[config.mk]
export PLATFORM = sky130hd
export DESIGN_NAME = byte_striping_tx_flat
export DESIGN_NICKNAME = d
export VERILOG_FILES = /design/src/rtl/byte_striping_tx_if.sv /design/src/rtl/byte_striping_tx.sv /design/src/flat_wrapper.sv
export SDC_FILE = /design/constraint.sdc
export NUM_CORES = 1
export LEC_CHECK = 0
export ABC_AREA = 1
export ABC_CLOCK_PERIOD_IN_PS = 2600
export CAP_MARGIN = 25
export CORE_MARGIN = 2
export CORE_UTILIZATION = 54
export CTS_BUF_LIST = sky130_fd_sc_hd__clkbuf_4
export DETAILED_ROUTE_END_ITERATION = 12
export PLACE_DENSITY = 0.82
export SLEW_MARGIN = 20
export SYNTH_ARGS = -nofsm -noshare
export SYNTH_HDL_FRONTEND = slang
export SYNTH_SLANG_ARGS = --single-unit
export TNS_END_PERCENT = 20
[constraint.sdc]
create_clock -name clk -period 2.6 [get_ports clk]
set_clock_uncertainty 0.05 [all_clocks]
set_input_delay 0.26 -clock clk [delete_from_list [all_inputs] [get_ports clk]]
set_output_delay 0.26 -clock clk [all_outputs]
set_load 0.05 [all_outputs]
[src/rtl/byte_striping_tx_if.sv]
// Bundle of the byte-striping transmitter's streaming input and its
// lane-aligned word output. The master side feeds bytes and watches the
// word; the slave side is the striper itself.
interface byte_striping_tx_if #(
  parameter int DATA_WIDTH = 8
);

  logic                  valid_in;
  logic [DATA_WIDTH-1:0] data_in;
  logic                  flush_in;
  logic [DATA_WIDTH-1:0] data_out0;
  logic [DATA_WIDTH-1:0] data_out1;
  logic [DATA_WIDTH-1:0] data_out2;
  logic [DATA_WIDTH-1:0] data_out3;
  logic                  valid_out;
  logic [3:0]            lane_mask;
  logic [1:0]            lane_ptr;
  logic [3:0]            parity_out;

  modport master (
    output valid_in, data_in, flush_in,
    input  data_out0, data_out1, data_out2, data_out3,
    input  valid_out, lane_mask, lane_ptr, parity_out
  );

  modport slave (
    input  valid_in, data_in, flush_in,
    output data_out0, data_out1, data_out2, data_out3,
    output valid_out, lane_mask, lane_ptr, parity_out
  );

endinterface

[src/rtl/byte_striping_tx.sv]
// Transmit-side 4-lane byte striper. Serial bytes are spread round-robin
// over lanes 0..3 and presented as one lane-aligned word with a single
// valid strobe. A flush closes a partial word, padding unfilled lanes.
// Optional per-lane even parity is enabled by BYTE_STRIPING_TX_PARITY_EN;
// without it parity_out is tied low.
module byte_striping_tx #(
  parameter int                    DATA_WIDTH = 8,
  parameter logic [DATA_WIDTH-1:0] PAD_BYTE   = 8'hBC
) (
  input logic                clk,
  input logic                reset,
  byte_striping_tx_if.slave  bus
);

  // One-hot FSM: the set bit is the next lane to be filled.
  localparam logic [3:0] LANE0 = 4'b0001;
  localparam logic [3:0] LANE1 = 4'b0010;
  localparam logic [3:0] LANE2 = 4'b0100;
  localparam logic [3:0] LANE3 = 4'b1000;

  logic [3:0]            state_q, state_d;
  logic [1:0]            ptr;
  logic [2:0]            fill;
  logic                  emit;
  logic [DATA_WIDTH-1:0] stage_q [4];
  logic [DATA_WIDTH-1:0] word_d  [4];
  logic [3:0]            mask_d;
  logic [DATA_WIDTH-1:0] data_q  [4];
  logic [3:0]            mask_q;
  logic                  valid_q;

  function automatic logic [3:0] oneHot(input logic [1:0] idx);
    return 4'b0001 << idx;
  endfunction

  // Binary lane pointer decoded from the one-hot state; an illegal state
  // decodes as lane 0 so the next-state logic pulls it back to LANE0.
  always_comb begin
    ptr = 2'd0;
    case (state_q)
      LANE0:   ptr = 2'd0;
      LANE1:   ptr = 2'd1;
      LANE2:   ptr = 2'd2;
      LANE3:   ptr = 2'd3;
      default: ptr = 2'd0;
    endcase
  end

  // Build the candidate word: lanes below the pointer come from staging,
  // the pointer lane takes the incoming byte if one arrives, everything
  // above is padding. A word is emitted when lane 3 is filled, or on a
  // flush that has at least one real byte to carry.
  always_comb begin
    fill    = {1'b0, ptr} + {2'b00, bus.valid_in};
    emit    = (bus.valid_in && (ptr == 2'd3)) || (bus.flush_in && (fill != 3'd0));
    mask_d  = 4'b0000;
    for (int j = 0; j < 4; j++) begin
      if (3'(j) < {1'b0, ptr}) begin
        word_d[j] = stage_q[j];
      end else if ((3'(j) == {1'b0, ptr}) && bus.valid_in) begin
        word_d[j] = bus.data_in;
      end else begin
        word_d[j] = PAD_BYTE;
      end
      mask_d[j] = (3'(j) < fill);
    end
    if (emit) begin
      state_d = LANE0;
    end else if (bus.valid_in) begin
      state_d = oneHot(ptr + 2'd1);
    end else begin
      state_d = oneHot(ptr);
    end
  end

  // State register and byte staging. Staging is never cleared on emit;
  // stale entries are always masked and padded out of later words.
  always_ff @(posedge clk or posedge reset) begin
    if (reset) begin
      state_q <= LANE0;
      stage_q <= '{default: '0};
    end else begin
      state_q <= state_d;
      if (bus.valid_in) begin
        stage_q[ptr] <= bus.data_in;
      end
    end
  end

  // Output word register: loads only on emit, so the last word is held
  // while the strobe is low.
  always_ff @(posedge clk or posedge reset) begin
    if (reset) begin
      data_q  <= '{default: '0};
      mask_q  <= 4'b0000;
      valid_q <= 1'b0;
    end else begin
      valid_q <= emit;
      if (emit) begin
        data_q <= word_d;
        mask_q <= mask_d;
      end
    end
  end

`ifdef BYTE_STRIPING_TX_PARITY_EN
  logic [3:0] parity_q;

  // Per-lane parity captured alongside the word, pad lanes included.
  always_ff @(posedge clk or posedge reset) begin
    if (reset) begin
      parity_q <= 4'b0000;
    end else if (emit) begin
      for (int j = 0; j < 4; j++) begin
        parity_q[j] <= ^word_d[j];
      end
    end
  end

  assign bus.parity_out = parity_q;
`else
  assign bus.parity_out = 4'b0000;
`endif

  assign bus.data_out0 = data_q[0];
  assign bus.data_out1 = data_q[1];
  assign bus.data_out2 = data_q[2];
  assign bus.data_out3 = data_q[3];
  assign bus.valid_out = valid_q;
  assign bus.lane_mask = mask_q;
  assign bus.lane_ptr  = ptr;

endmodule

[src/flat_wrapper.sv]
// flat-port wrapper written by rule: the top's interface ports become plain ports
module byte_striping_tx_flat 
#(
  parameter int                    DATA_WIDTH = 8,
  parameter logic [DATA_WIDTH-1:0] PAD_BYTE   = 8'hBC
)
  (clk, reset, bus_valid_in, bus_data_in, bus_flush_in, bus_data_out0, bus_data_out1, bus_data_out2, bus_data_out3, bus_valid_out, bus_lane_mask, bus_lane_ptr, bus_parity_out);
  byte_striping_tx_if #(.DATA_WIDTH(DATA_WIDTH)) bus_i ();
  input logic clk;
  input logic reset;
  input wire logic [$bits(bus_i.valid_in)-1:0] bus_valid_in;
  input wire logic [$bits(bus_i.data_in)-1:0] bus_data_in;
  input wire logic [$bits(bus_i.flush_in)-1:0] bus_flush_in;
  output wire logic [$bits(bus_i.data_out0)-1:0] bus_data_out0;
  output wire logic [$bits(bus_i.data_out1)-1:0] bus_data_out1;
  output wire logic [$bits(bus_i.data_out2)-1:0] bus_data_out2;
  output wire logic [$bits(bus_i.data_out3)-1:0] bus_data_out3;
  output wire logic [$bits(bus_i.valid_out)-1:0] bus_valid_out;
  output wire logic [$bits(bus_i.lane_mask)-1:0] bus_lane_mask;
  output wire logic [$bits(bus_i.lane_ptr)-1:0] bus_lane_ptr;
  output wire logic [$bits(bus_i.parity_out)-1:0] bus_parity_out;
  assign bus_i.valid_in = bus_valid_in;
  assign bus_i.data_in = bus_data_in;
  assign bus_i.flush_in = bus_flush_in;
  assign bus_data_out0 = bus_i.data_out0;
  assign bus_data_out1 = bus_i.data_out1;
  assign bus_data_out2 = bus_i.data_out2;
  assign bus_data_out3 = bus_i.data_out3;
  assign bus_valid_out = bus_i.valid_out;
  assign bus_lane_mask = bus_i.lane_mask;
  assign bus_lane_ptr = bus_i.lane_ptr;
  assign bus_parity_out = bus_i.parity_out;
  byte_striping_tx #(.DATA_WIDTH(DATA_WIDTH), .PAD_BYTE(PAD_BYTE)) u_core (.clk(clk), .reset(reset), .bus(bus_i));
endmodule
== Word-level counts from Yosys, hierarchy flattened ==
Index checks and enable logic that the tools add are counted.

* Bitwise logic cells: 1
* Eq/ne operators: 7
* Add/subtract/negate cells: 2
* Shifts and indexed selects: 2
* Reduce and logical (&&, ||, !) cells: 10
* $lt $le $gt $ge: 9
* Multiplexer cells: 13

{| class="wikitable"
|+ Operators by type and width
! kind !! number
|-
| 2-to-1 mux 8 bit || 8
|-
| bitwise mux 32 bit || 1
|-
| demux 8 bit (select 2 bit) || 1
|-
| 2-to-1 mux 4 bit || 2
|-
| << shifter 1 x 2 -> 4 bit (first input constant) || 2
|-
| logical AND 1 bit || 7
|-
| less-than comparator 1 x 3 -> 1 bit (first input constant) || 2
|-
| less-than comparator 2 x 3 -> 1 bit (first input constant) || 2
|-
| case mux 2 bit (3 select lines) || 1
|-
| equality test 2 bit (first input constant) || 2
|-
| equality test 4 x 2 -> 1 bit (second input constant) || 1
|-
| equality test 4 x 3 -> 1 bit (second input constant) || 1
|-
| equality test 4 bit (second input constant) || 1
|-
| less-than comparator 1 x 2 -> 1 bit (first input constant) || 2
|-
| adder 2 x 1 -> 3 bit || 1
|-
| >= comparator 3 bit (second input constant) || 1
|-
| less-than comparator 3 x 1 -> 1 bit (second input constant) || 1
|-
| NOT 2 -> 3 bit || 1
|-
| nonzero test 3 bit || 1
|-
| adder 2 x 1 -> 2 bit (second input constant) || 1
|-
| equality test 1 x 2 -> 1 bit (first input constant) || 1
|-
| equality test 2 bit (second input constant) || 1
|-
| logical NOT 2 bit || 1
|-
| less-than comparator 2 bit (first input constant) || 1
|-
| logical OR 1 bit || 1
|}

* Register bits: 73
* Output and inout port bits: 43
* Word-level logic and storage cells: 55
* Input port bits: 12

== Longest topological paths before layout ==
Gate-level depths: netlist of the first run.

* Depth after elaboration: 8
* Gate-level depth with buffers: 14

== Worst setup path after synthesis of the first run ==
Ideal clock, no wire load.

* Path type: reg2reg
* Start: reg u_core.state_q[1]
* End: reg u_core.data_q, in the netlist u_core.bus.data_out1[7]
* Setup time: 0.118 ns
* Path slack: -0.302 ns
* Stages on the path, launching flop included: 15
* Clock period less this slack: 2.902 ns
* Data required time: 2.432 ns
* Arrival time: 2.734 ns
* Buffers on the path: 2
* Cell sequence: dfrtp_1 inv_1 o21ai_0 a21oi_1 ha_1 inv_1 ha_1 inv_1 nand2_1 nand2_2 nand2_4 buf_12 buf_12 nand3_1 nand2_1

* Word-level cells in the longest chain between the ends: 6

{| class="wikitable"
|+ Ends and longest elaborated chain
! what !! RTL line !! RTL
|-
| start: declaration || byte_striping_tx.sv:21 || <nowiki>logic [3:0] state_q, state_d;</nowiki>
|-
| start signal: assignment || byte_striping_tx.sv:83 || <nowiki>state_q <= state_d;</nowiki>
|-
| equality test 4 bit, or another cell as far along || byte_striping_tx.sv:40 || <nowiki>case (state_q)</nowiki>
|-
| case mux 2 bit (3 select lines) * || byte_striping_tx.sv:40 ||
|-
| net bus_lane_ptr[0] || flat_wrapper.sv:20 || <nowiki>output wire logic [$bits(bus_i.lane_ptr)-1:0] bus_lane_ptr;</nowiki>
|-
| adder 2 x 1 -> 3 bit / equality test 1 x 2 -> 1 bit (equally long branches) || byte_striping_tx.sv:54, byte_striping_tx.sv:60 ||
|-
| nonzero test 3 bit / logical AND 1 bit (equally long branches) || byte_striping_tx.sv:55, byte_striping_tx.sv:60 ||
|-
| logical AND 1 bit / 2-to-1 mux 8 bit (equally long branches) || byte_striping_tx.sv:55, byte_striping_tx.sv:60 ||
|-
| logical OR 1 bit / 2-to-1 mux 8 bit (equally long branches) || byte_striping_tx.sv:55, byte_striping_tx.sv:58 ||
|-
| end signal: assignment || byte_striping_tx.sv:100 || <nowiki>data_q <= word_d;</nowiki>
|-
| end: declaration || byte_striping_tx.sv:28 || <nowiki>logic [DATA_WIDTH-1:0] data_q [4];</nowiki>
|}

Mark *: on every way through the listed nets, which the timed path passes. The rest lies on a longest branch.
A chain may end at the register's enable or synchronous reset.

== Final worst setup path of the first run ==
* Start: reg u_core.state_q[3]
* End: reg u_core.data_q, in the netlist u_core.bus.data_out1[6]

* Word-level cells in the longest chain between the ends: 6

{| class="wikitable"
|+ Ends and longest elaborated chain
! what !! RTL line
|-
| equality test 4 bit, or another cell as far along || byte_striping_tx.sv:40
|-
| case mux 2 bit (3 select lines) * || byte_striping_tx.sv:40
|-
| adder 2 x 1 -> 3 bit / equality test 1 x 2 -> 1 bit (equally long branches) || byte_striping_tx.sv:54, byte_striping_tx.sv:60
|-
| nonzero test 3 bit / logical AND 1 bit (equally long branches) || byte_striping_tx.sv:55, byte_striping_tx.sv:60
|-
| logical AND 1 bit / 2-to-1 mux 8 bit (equally long branches) || byte_striping_tx.sv:55, byte_striping_tx.sv:60
|-
| logical OR 1 bit / 2-to-1 mux 8 bit (equally long branches) || byte_striping_tx.sv:55, byte_striping_tx.sv:58
|}

Every way passes the cells marked *; elsewhere a longest branch is shown, timed or not.

==> results.py, run 1 <==
metrics = {
    "run_status": {
        "status": "completed",
    },
    "sta": {
        "fin_crit_ns": 2.32,
        "worst_pin_slew_ns": 0.635,
        "setup_viol": 0,
        "rsz0062_at_grt": "false",
        "hold_viol": 0,
        "fin_tns_setup_ns": 0,
        "fin_ws_ns": 0.277,
        "finalCritPeriodShare_pct": 89.4,
        "clock.fmax_ghz": 0.430,
        "max_slew_margin_pct": 57.6,
        "report.final.slew_viol_count": 0,
    },
    "setup_path": {
        "cp_data_required_time_ns": 2.90,
        "max_stage_delay_ns": 0.41,
        "cp_cell_sequence": "inv_1 -> o21ai_0 -> a21oi_2 -> ha_1 -> inv_1 -> ha_1 -> inv_1 -> nand2_1 -> nand2_2 -> nand2_4 -> buf_4 -> nand3_1 -> nand2_1",
        "crit_buf_inv": 4,
        "crit_arrival_ns": 2.62,
        "worst_path_max_delay_cell": "dfrtp_1",
        "critPathTopFamily": "adder cells",
        "reg2regPathDepth": 13,
        "cp_max_fo": 19,
        "path_class": "flop to flop",
        "crit_top_cell": "inv_1",
        "critical_path.endpoint_type": "flop",
        "worst_setup_path_start_kind": "flop",
        "crit_cells": 13,
    },
    "power": {
        "leakage_nw": 1.92,
        "power_density_nw_per_um2": 1240,
        "vdd_drop_max_mv": 0.717,
    },
    "global_route": {
        "met3_usage_pct": 4.66,
        "grt_pass1_vias": 2500,
        "grt_use_met2_pct": 37.0,
        "grt_max_degree": 37,
        "antenna_found_initial": 0,
        "grt-ovfl-total": 0,
        "grt_use_met1_pct": 32.5,
        "grt_usage_pct": 24.0,
        "grt_pass1_wl_um": 11600,
        "grt_busiest_layer": "met2",
    },
    "synth": {
        "synth_largest_area_cell": "dfrtp_1",
        "synth-seq-area-share_pct": 53.1,
        "netlist_instances": 358,
        "syn_area_per_cell_um2": 8.56,
        "syn_area_um2": 3070,
        "synth_area_leaders": "dfrtp_1, nand2_1, nor2_1, inv_1, ha_1",
        "yosys_warnings": 0,
        "synth-seq-cells": 65,
        "synth.top_cell.area_share_pct": 52.2,
        "yosysUniqueCellTypes": 24,
    },
    "layout": {
        "syn_to_final_growth_pct": 21.3,
        "fill_cells": 451,
        "drive_above_1_share_pct": 10.8,
        "layout_commonest_cell": "nand2_1",
        "final_area_um2": 3720,
        "fin_cells": 489,
        "final_cell_mix": "nand2_1, dfrtp_1, clkdlybuf4s50_1",
        "diodes": 0,
        "nets": 432,
    },
    "floorplanning": {
        "die_x_um": 79.3,
        "io_pins": 55,
        "coreArea_um2": 5510,
        "initial_core_util_pct": 55.7,
        "dieArea_um2": 6300,
        "die_height_um": 79.3,
        "rows": 27,
    },
    "drt": {
        "vias": 2480,
        "drtPass1Iterations": 4,
        "drt_first_iter_violations": 226,
        "wl_um": 6680,
        "viasPerCell": 5.07,
        "drc": 0,
        "ant_nets": 0,
        "avgRoutedWirePerCell_um": 13.7,
    },
    "place": {
        "hpwl_um": 4620,
        "gp_congestion": 0.818,
        "io_buffers": 50,
        "placedInstanceArea_um2": 3570,
        "place_inst": 473,
        "pre_cts_ws_ns": 0.160,
    },
    "clock_tree": {
        "cts-root-buf": "clkbuf_4",
        "cts_buffers": 9,
        "tritoncts": "yes",
        "htreeDepth": 3,
        "cts_hold_buf": 0,
        "clk_pin_slew_ns": 0.10,
        "cts.sinks": 65,
        "cts_resized": 0,
        "clock_latency_ns": 0.40,
        "clockBufferDepth": 2,
        "post_cts.repair.setup_buffers": 0,
    },
    "run": {
        "cap_violations": 0,
    },
    "hold_path": {
        "hold_path.class": "input port to async pin",
    },
}
-- where the power goes --
group / total [mW] / internal, mW / switching (mW)
Combinational: 2.31 / 0.714 / 1.60
Clock: 0.685 / 0.335 / 0.350
Sequential: 1.62 / 1.42 / 0.201
-- synthesized netlist by cell type --
master / count
inv_1: 32
nor2_2: 3
nand3_2: 7
a21oi_1: 17
nor2_1: 40
clkbuf_1: 1
buf_6: 3
nand2_1: 123
o21ai_0: 20
buf_4: 8
dfstp_2: 1
conb_1: 1
nand3_1: 6
nor2_4: 1
nand2_2: 4
nand4_1: 9
ha_1: 8
dfrtp_1: 64
or2_2: 1
nand2_4: 3
inv_2: 2
buf_8: 1
buf_12: 2
buf_2: 1
-- per-layer routing --
metal	wire, um	share of wire (%)	up-vias
li1	-	-	1216
met1	2920	44	1159
met2	3270	49	89
met3	359	5.4	16
met4	136	2.0	0
met5	0	0	-
-- kinds of logic after synthesis --
logic type	count (synthesis)	share of synthesized area (%)
buf+inv	50	9.31
simple gates	197	28.2
flops	65	53.1
compound gates	37	6.04
other cells	1	0.122
fa+ha+maj	8	3.27
-- stage by stage --
step	total power, mW	utilization, %	hold WS, ns
4_1_cts	4.63	67.4	0.219
3_5_place_dp	3.95	64.8	0.407
5_1_grt	4.93	67.5	0.239
2_1_floorplan	3.34	-	0.327
3_3_place_gp	3.87	64.8	0.407
6_report	4.62	67.5	0.202
-- cell type report --
type / count / area [um2] / area share (%)
timing repair buffer: 56 / 563 / 15.1
tap: 72 / 90.1 / 2.42
sequential: 65 / 1630 / 43.8
clock inverter: 3 / 41.3 / 1.11
multi-input combinational: 246 / 1170 / 31.4
inverter: 34 / 130 / 3.50
clock buffer: 13 / 97.6 / 2.63
-- registers in the layout, summed over array words and instances (netlist names) --
register / cells
u_core.stage_q: 24
u_core.bus.data_out0: 8
u_core.bus.data_out1: 8
u_core.bus.data_out2: 8
u_core.bus.data_out3: 8
u_core.bus.lane_mask: 4
u_core.state_q: 4
u_core.bus.valid_out: 1
-- worst paths after layout --
check / startpoint / endpoint / slack (ns)
min reg2reg: u_core.bus.data_out2[5] / u_core.bus.data_out2[5] / 0.43
max in group asynchronous: reset / u_core.state_q[0] / 1.63
min in group clk: u_core.bus.data_out2[5] / u_core.bus.data_out2[5] / 0.43
max: u_core.state_q[3] / u_core.bus.data_out1[6] / 0.28
max reg2reg: u_core.state_q[3] / u_core.bus.data_out1[6] / 0.28
min: reset / u_core.bus.lane_mask[1] / 0.20
Power figures use the tool's default switching activity.
==> run 2, diff against run 1 <==
--- a/config.mk
+++ b/config.mk
@@ -9,12 +9,13 @@
 export ABC_CLOCK_PERIOD_IN_PS = 2600
 export CAP_MARGIN = 25
 export CORE_MARGIN = 2
-export CORE_UTILIZATION = 54
+export CORE_UTILIZATION = 64
 export CTS_BUF_LIST = sky130_fd_sc_hd__clkbuf_4
 export DETAILED_ROUTE_END_ITERATION = 12
-export PLACE_DENSITY = 0.82
+export DONT_BUFFER_PORTS = 1
+export PLACE_DENSITY = 0.8
 export SLEW_MARGIN = 20
 export SYNTH_ARGS = -nofsm -noshare
 export SYNTH_HDL_FRONTEND = slang
 export SYNTH_SLANG_ARGS = --single-unit
-export TNS_END_PERCENT = 20
+export TNS_END_PERCENT = 100
==> run 2 against run 1 <==
Net effect: sequential power is 44% higher; non-clock buffer count down 40; hold slack got worse by 0.18 ns; critical endpoint is now u_core.bus.lane_mask[3]; clock-buffer cell count decreased by 3; design area shrank 12%; setup slack better by 0.082 ns; register-to-register slack gained 0.08 ns; first-iteration DRC count down 17%; via count is 7.9% lower; combinational power is 49% lower.
==> results.py, run 2 (synthesis gave the netlist of run 1 again) <==
metrics = {
    "run_status": {
        "status": "completed",
    },
    "floorplanning": {
        "coreArea_um2": 4660,
        "die_x_um": 73.2,
        "dieArea_um2": 5360,
        "initial_core_util_pct": 65.8,
        "rows": 25,
        "die_height_um": 73.2,
        "io_pins": 55,
    },
    "power": {
        "p_sw_share_pct": 51.0,
        "leakage_nw": 1.73,
        "internal_power_mw": 1.99,
        "power_density_nw_per_um2": 1250,
        "power_switching_mw": 2.07,
        "power_mw": 4.06,
        "clkPwrFrac_pct": 13.2,
        "combPwrFrac_pct": 29.1,
        "seq_power_share_pct": 57.7,
        "vdd_drop_max_mv": 0.714,
    },
    "sta": {
        "finalCritPeriodShare_pct": 86.2,
        "worst_pin_slew_ns": 0.525,
        "clock.fmax_ghz": 0.446,
        "rsz0062_at_grt": "false",
        "fin_ws_ns": 0.358,
        "max_slew_margin_pct": 65.0,
        "fin_tns_setup_ns": 0,
        "report.final.slew_viol_count": 0,
        "hold_viol": 0,
        "setup_viol": 0,
        "fin_crit_ns": 2.24,
    },
    "layout": {
        "largest_reg_flops": 24,
        "fin_cells": 430,
        "syn_to_final_growth_pct": 6.33,
        "diodes": 0,
        "final_cell_mix": "nand2_1, dfrtp_1, nor2_1",
        "layout_commonest_cell": "nand2_1",
        "final_area_um2": 3260,
        "largest-register": "u_core.stage_q",
        "fill_cells": 364,
        "nets": 392,
        "drive_above_1_share_pct": 11.7,
    },
    "run": {
        "cap_violations": 0,
    },
    "drt": {
        "viasPerCell": 5.31,
        "ant_nets": 0,
        "drc": 0,
        "drtPass1Iterations": 5,
        "avgRoutedWirePerCell_um": 14.2,
        "vias": 2284,
        "drt_first_iter_violations": 188,
        "wl_um": 6090,
    },
    "place": {
        "placedInstanceArea_um2": 3060,
        "pre_cts_ws_ns": 0.393,
        "gp_congestion": 0.822,
        "place_inst": 405,
        "hpwl_um": 4170,
        "io_buffers": 0,
    },
    "clock_tree": {
        "cts_buffers": 9,
        "clock_latency_ns": 0.42,
        "tritoncts": "yes",
        "clk_pin_slew_ns": 0.10,
        "cts-root-buf": "clkbuf_4",
        "clockBufferDepth": 2,
        "post_cts.repair.setup_buffers": 0,
        "cts_hold_buf": 10,
        "cts.sinks": 65,
        "htreeDepth": 3,
        "cts_resized": 0,
    },
    "setup_path": {
        "path_class": "flop to flop",
        "critical_path.endpoint_type": "flop",
        "cp_max_fo": 19,
        "crit_arrival_ns": 2.54,
        "cp_data_required_time_ns": 2.90,
        "worst_setup_path_start_kind": "flop",
    },
    "global_route": {
        "grt_pass1_vias": 2242,
        "grt_usage_pct": 25.7,
        "grt-ovfl-total": 0,
        "grt_pass1_wl_um": 10300,
        "antenna_found_initial": 0,
        "grt_max_degree": 66,
    },
    "hold_path": {
        "hold_path.class": "input port to flop",
    },
}
## run 2: cell types whose count changed in the layout (fill, tap and decap cells not counted), moves of 2 or more
cell | previous run | this run
clkdlybuf4s50_1 | 48 | 0
dlygate4sd3_1 | 0 | 10
clkinv_2 | 0 | 4
clkbuf_4 | 13 | 10
dlymetal6s2s_1 | 2 | 0
## run 2: final cells by class
| class | instances | area, um2 | share of cell area [%] |
|---|---|---|---|
| inverter | 34 | 128 | 3.92 |
| clock buffer | 10 | 75.1 | 2.30 |
| clock inverter | 5 | 23.8 | 0.729 |
| timing repair buffer | 16 | 170 | 5.22 |
| multi-input combinational | 246 | 1170 | 35.8 |
| tap | 54 | 67.6 | 2.07 |
| sequential | 65 | 1630 | 49.9 |
## run 2: critical path, cell delays in order (launching register included)
cell and delay, ns:
dfrtp_1 0.42, nor2_4 0.25, nand3_2 0.28, ha_1 0.40, inv_1 0.06, nand2_1 0.06, nand2_2 0.07, nand2_4 0.05
inv_2 0.21, buf_12 0.19, nand2_1 0.06, nand2_1 0.08
## run 2: stage by stage
stage | hold WS, ns | util [%]
after detailed placement | 0.192 | 65.7
after CTS | 0.000239 | 69.9
after global placement | 0.191 | 65.7
after floorplan | 0.327 | -
final | 0.0182 | 69.9
after global routing | 0.0226 | 69.9
## run 2: final timing paths
| kind | slack (ns) | from | cells after the start | end |
|---|---|---|---|---|
| max | 0.36 | u_core.state_q[1] | 11 | u_core.bus.lane_mask[3] |
| min | 0.02 | bus_valid_in | 3 | u_core.stage_q[8] |
| max reg2reg | 0.36 | u_core.state_q[1] | 11 | u_core.bus.lane_mask[3] |
| min reg2reg | 0.44 | u_core.stage_q[9] | 2 | u_core.stage_q[9] |
| max in group asynchronous | 1.89 | reset | 3 | u_core.state_q[0] |
| min in group asynchronous | 0.31 | reset | 3 | u_core.bus.data_out1[6] |
## run 2: power by group through the flow
stage               Combinational, mW  Clock [mW]  Sequential, mW
global route                     1.37       0.583            2.39
CTS                              1.19       0.543            2.35
finish                           1.18       0.535            2.34
floorplan                        1.03           0            2.31
global placement                 1.12           0            2.36
detailed placement               1.16           0            2.37
## run 2: metal layers
metal	part of all wire, %	track usage, %	vias to the layer above
li1	-	-	1131
met4	2.1	11.3	0
met1	44	33.8	1085
met5	0	0	-
met2	49	38.8	58
met3	5.2	8.56	10
==> run 3, diff against run 2 <==
--- a/config.mk
+++ b/config.mk
@@ -8,7 +8,7 @@
 export ABC_AREA = 1
 export ABC_CLOCK_PERIOD_IN_PS = 2600
 export CAP_MARGIN = 25
-export CORE_MARGIN = 2
+export CORE_MARGIN = 4
 export CORE_UTILIZATION = 64
 export CTS_BUF_LIST = sky130_fd_sc_hd__clkbuf_4
 export DETAILED_ROUTE_END_ITERATION = 12
==> run 3 against run 2 <==
Net effect: sequential power barely moved; sequential share of layout area barely moved; setup slack got worse by 0.12 ns; die area rose by 11%; hold slack improved by 0.0031 ns; clock-buffer cell count rose by 1; total power rose by 0.48%.
==> results.py, run 3 (synthesis gave the netlist of run 1 again) <==
metrics = {
    "setup_path": {
        "reg2regPathDepth": 13,
        "timing.rr.start": "u_core.state_q[1]",
        "worst_setup_path_start_kind": "flop",
        "critical_path.endpoint_type": "flop",
        "path_class": "flop to flop",
        "crit_arrival_ns": 2.67,
        "r2r_setup_slack_ns": 0.23,
        "cp_max_fo": 32,
        "r2r_end": "u_core.bus.data_out0[3]",
        "cp_data_required_time_ns": 2.91,
    },
    "sta": {
        "hold_viol": 0,
        "fin_crit_ns": 2.37,
        "worst_pin_slew_ns": 0.524,
        "report.final.slew_viol_count": 0,
        "setup_viol": 0,
        "max_slew_margin_pct": 65.0,
        "fin_tns_setup_ns": 0,
        "finalCritPeriodShare_pct": 91.0,
        "rsz0062_at_grt": "false",
        "clock.fmax_ghz": 0.423,
    },
    "place": {
        "gp_congestion": 0.797,
        "placedInstanceArea_um2": 3050,
        "io_buffers": 0,
        "hpwl_um": 4300,
    },
    "power": {
        "leakage_nw": 1.73,
        "power_density_nw_per_um2": 1250,
        "vdd_drop_max_mv": 0.752,
        "power_mw": 4.08,
    },
    "hold_path": {
        "whs_endpoint": "u_core.stage_q[8]",
        "worstHoldStart": "bus_valid_in",
        "hold_path.class": "input port to flop",
        "hold_path_depth": 3,
    },
    "floorplanning": {
        "initial_core_util_pct": 68.1,
        "coreArea_um2": 4500,
        "rows": 24,
        "die_x_um": 77.2,
        "die_height_um": 77.2,
        "io_pins": 55,
        "dieArea_um2": 5960,
    },
    "layout": {
        "nets": 393,
        "diodes": 0,
        "largest_reg_flops": 24,
        "final_area_um2": 3260,
        "layout_commonest_cell": "nand2_1",
        "largest-register": "u_core.stage_q",
        "final_cell_mix": "nand2_1, dfrtp_1, nor2_1",
        "syn_to_final_growth_pct": 6.29,
        "drive_above_1_share_pct": 11.9,
    },
    "drt": {
        "drtPass1Iterations": 7,
        "vias": 2349,
        "drc": 0,
        "viasPerCell": 5.46,
        "ant_nets": 0,
        "drt_first_iter_violations": 160,
        "wl_um": 6520,
        "avgRoutedWirePerCell_um": 15.2,
    },
    "clock_tree": {
        "tritoncts": "yes",
        "clk_pin_slew_ns": 0.10,
        "htreeDepth": 3,
        "cts.sinks": 65,
        "post_cts.repair.setup_buffers": 0,
        "cts_buffers": 9,
        "clock_latency_ns": 0.41,
        "clockBufferDepth": 2,
        "cts-root-buf": "clkbuf_4",
    },
    "run": {
        "cap_violations": 0,
    },
    "run_status": {
        "status": "completed",
    },
    "global_route": {
        "grt_max_degree": 66,
        "antenna_found_initial": 0,
        "grt_pass1_vias": 2344,
        "grt_usage_pct": 23.8,
        "grt_pass1_wl_um": 11100,
        "grt-ovfl-total": 0,
    },
}
==> run 3: cell types whose count changed in the layout (fill, tap and decap cells not counted) <==
cell	change
clkinv_1	+1
buf_12	-1
clkinv_2	-1
buf_4	+2
clkbuf_4	+1
==> run 3: where the power goes <==
group | total (mW) | internal, mW | switching, mW
logic | 1.18 | 0.382 | 0.800
registers | 2.35 | 1.41 | 0.943
clock network | 0.552 | 0.207 | 0.344
==> run 3: layer usage <==
layer	vias up	global-route usage, %	part of all wire [%]
li1	1135	-	-
met1	1119	30.7	43
met2	74	36.4	47
met3	21	7.61	7.1
met4	0	11.4	3.4
met5	-	0	0
==> run 3: area by class of cell <==
| cell class | count | area (um2) |
|---|---|---|
| tap | 52 | 65.1 |
| sequential | 65 | 1630 |
| inverter | 34 | 128 |
| clock inverter | 5 | 22.5 |
| fill | 324 | 1250 |
| timing repair buffer | 17 | 165 |
| multi-input combinational | 246 | 1170 |
| clock buffer | 11 | 82.6 |
==> run 3: repair_timing <==
action                                  in CTS  in global routing
hold buffers                                10                  0
endpoints found under the setup margin       0                  0
resized for setup                            0                  0
endpoints found under the hold margin       98                  0
==> run 3: worst max path at each step <==
stage / cells past startpoint / to / slack, ns / start
2_1_floorplan: 14 / u_core.bus.data_out1[7] / 0.11 / u_core.state_q[1]
3_3_place_gp: 13 / u_core.bus.data_out1[4] / 0.37 / u_core.state_q[0]
3_5_place_dp: 13 / u_core.bus.data_out0[7] / 0.26 / u_core.state_q[0]
4_1_cts: 13 / u_core.bus.data_out0[7] / 0.24 / u_core.state_q[0]
5_1_grt: 13 / u_core.bus.data_out0[7] / 0.06 / u_core.state_q[3]
6_report: 13 / u_core.bus.data_out0[3] / 0.23 / u_core.state_q[1]
==> run 3: worst max-delay path, stage by stage (launching register included) <==
cell and delay [ns]:
dfrtp_1 0.42, inv_1 0.09, o21ai_0 0.11, a21oi_2 0.14, ha_1 0.18, inv_1 0.05
ha_1 0.29, inv_1 0.06, nand2_1 0.06, nand2_2 0.07, nand2_4 0.12, inv_2 0.43
nand2_1 0.13, nand2_1 0.10
==> run 3: stage by stage <==
step / setup WS (ns) / util [%] / hold WS, ns / instances
after floorplan: 0.107 / - / 0.327 / 361
after global placement: 0.365 / 67.8 / 0.187 / 404
after detailed placement: 0.265 / 67.8 / 0.195 / 404
after CTS: 0.235 / 72.3 / 0.000498 / 430
after global routing: 0.0574 / 72.3 / 0.0193 / 430
final: 0.235 / 72.3 / 0.0212 / 430
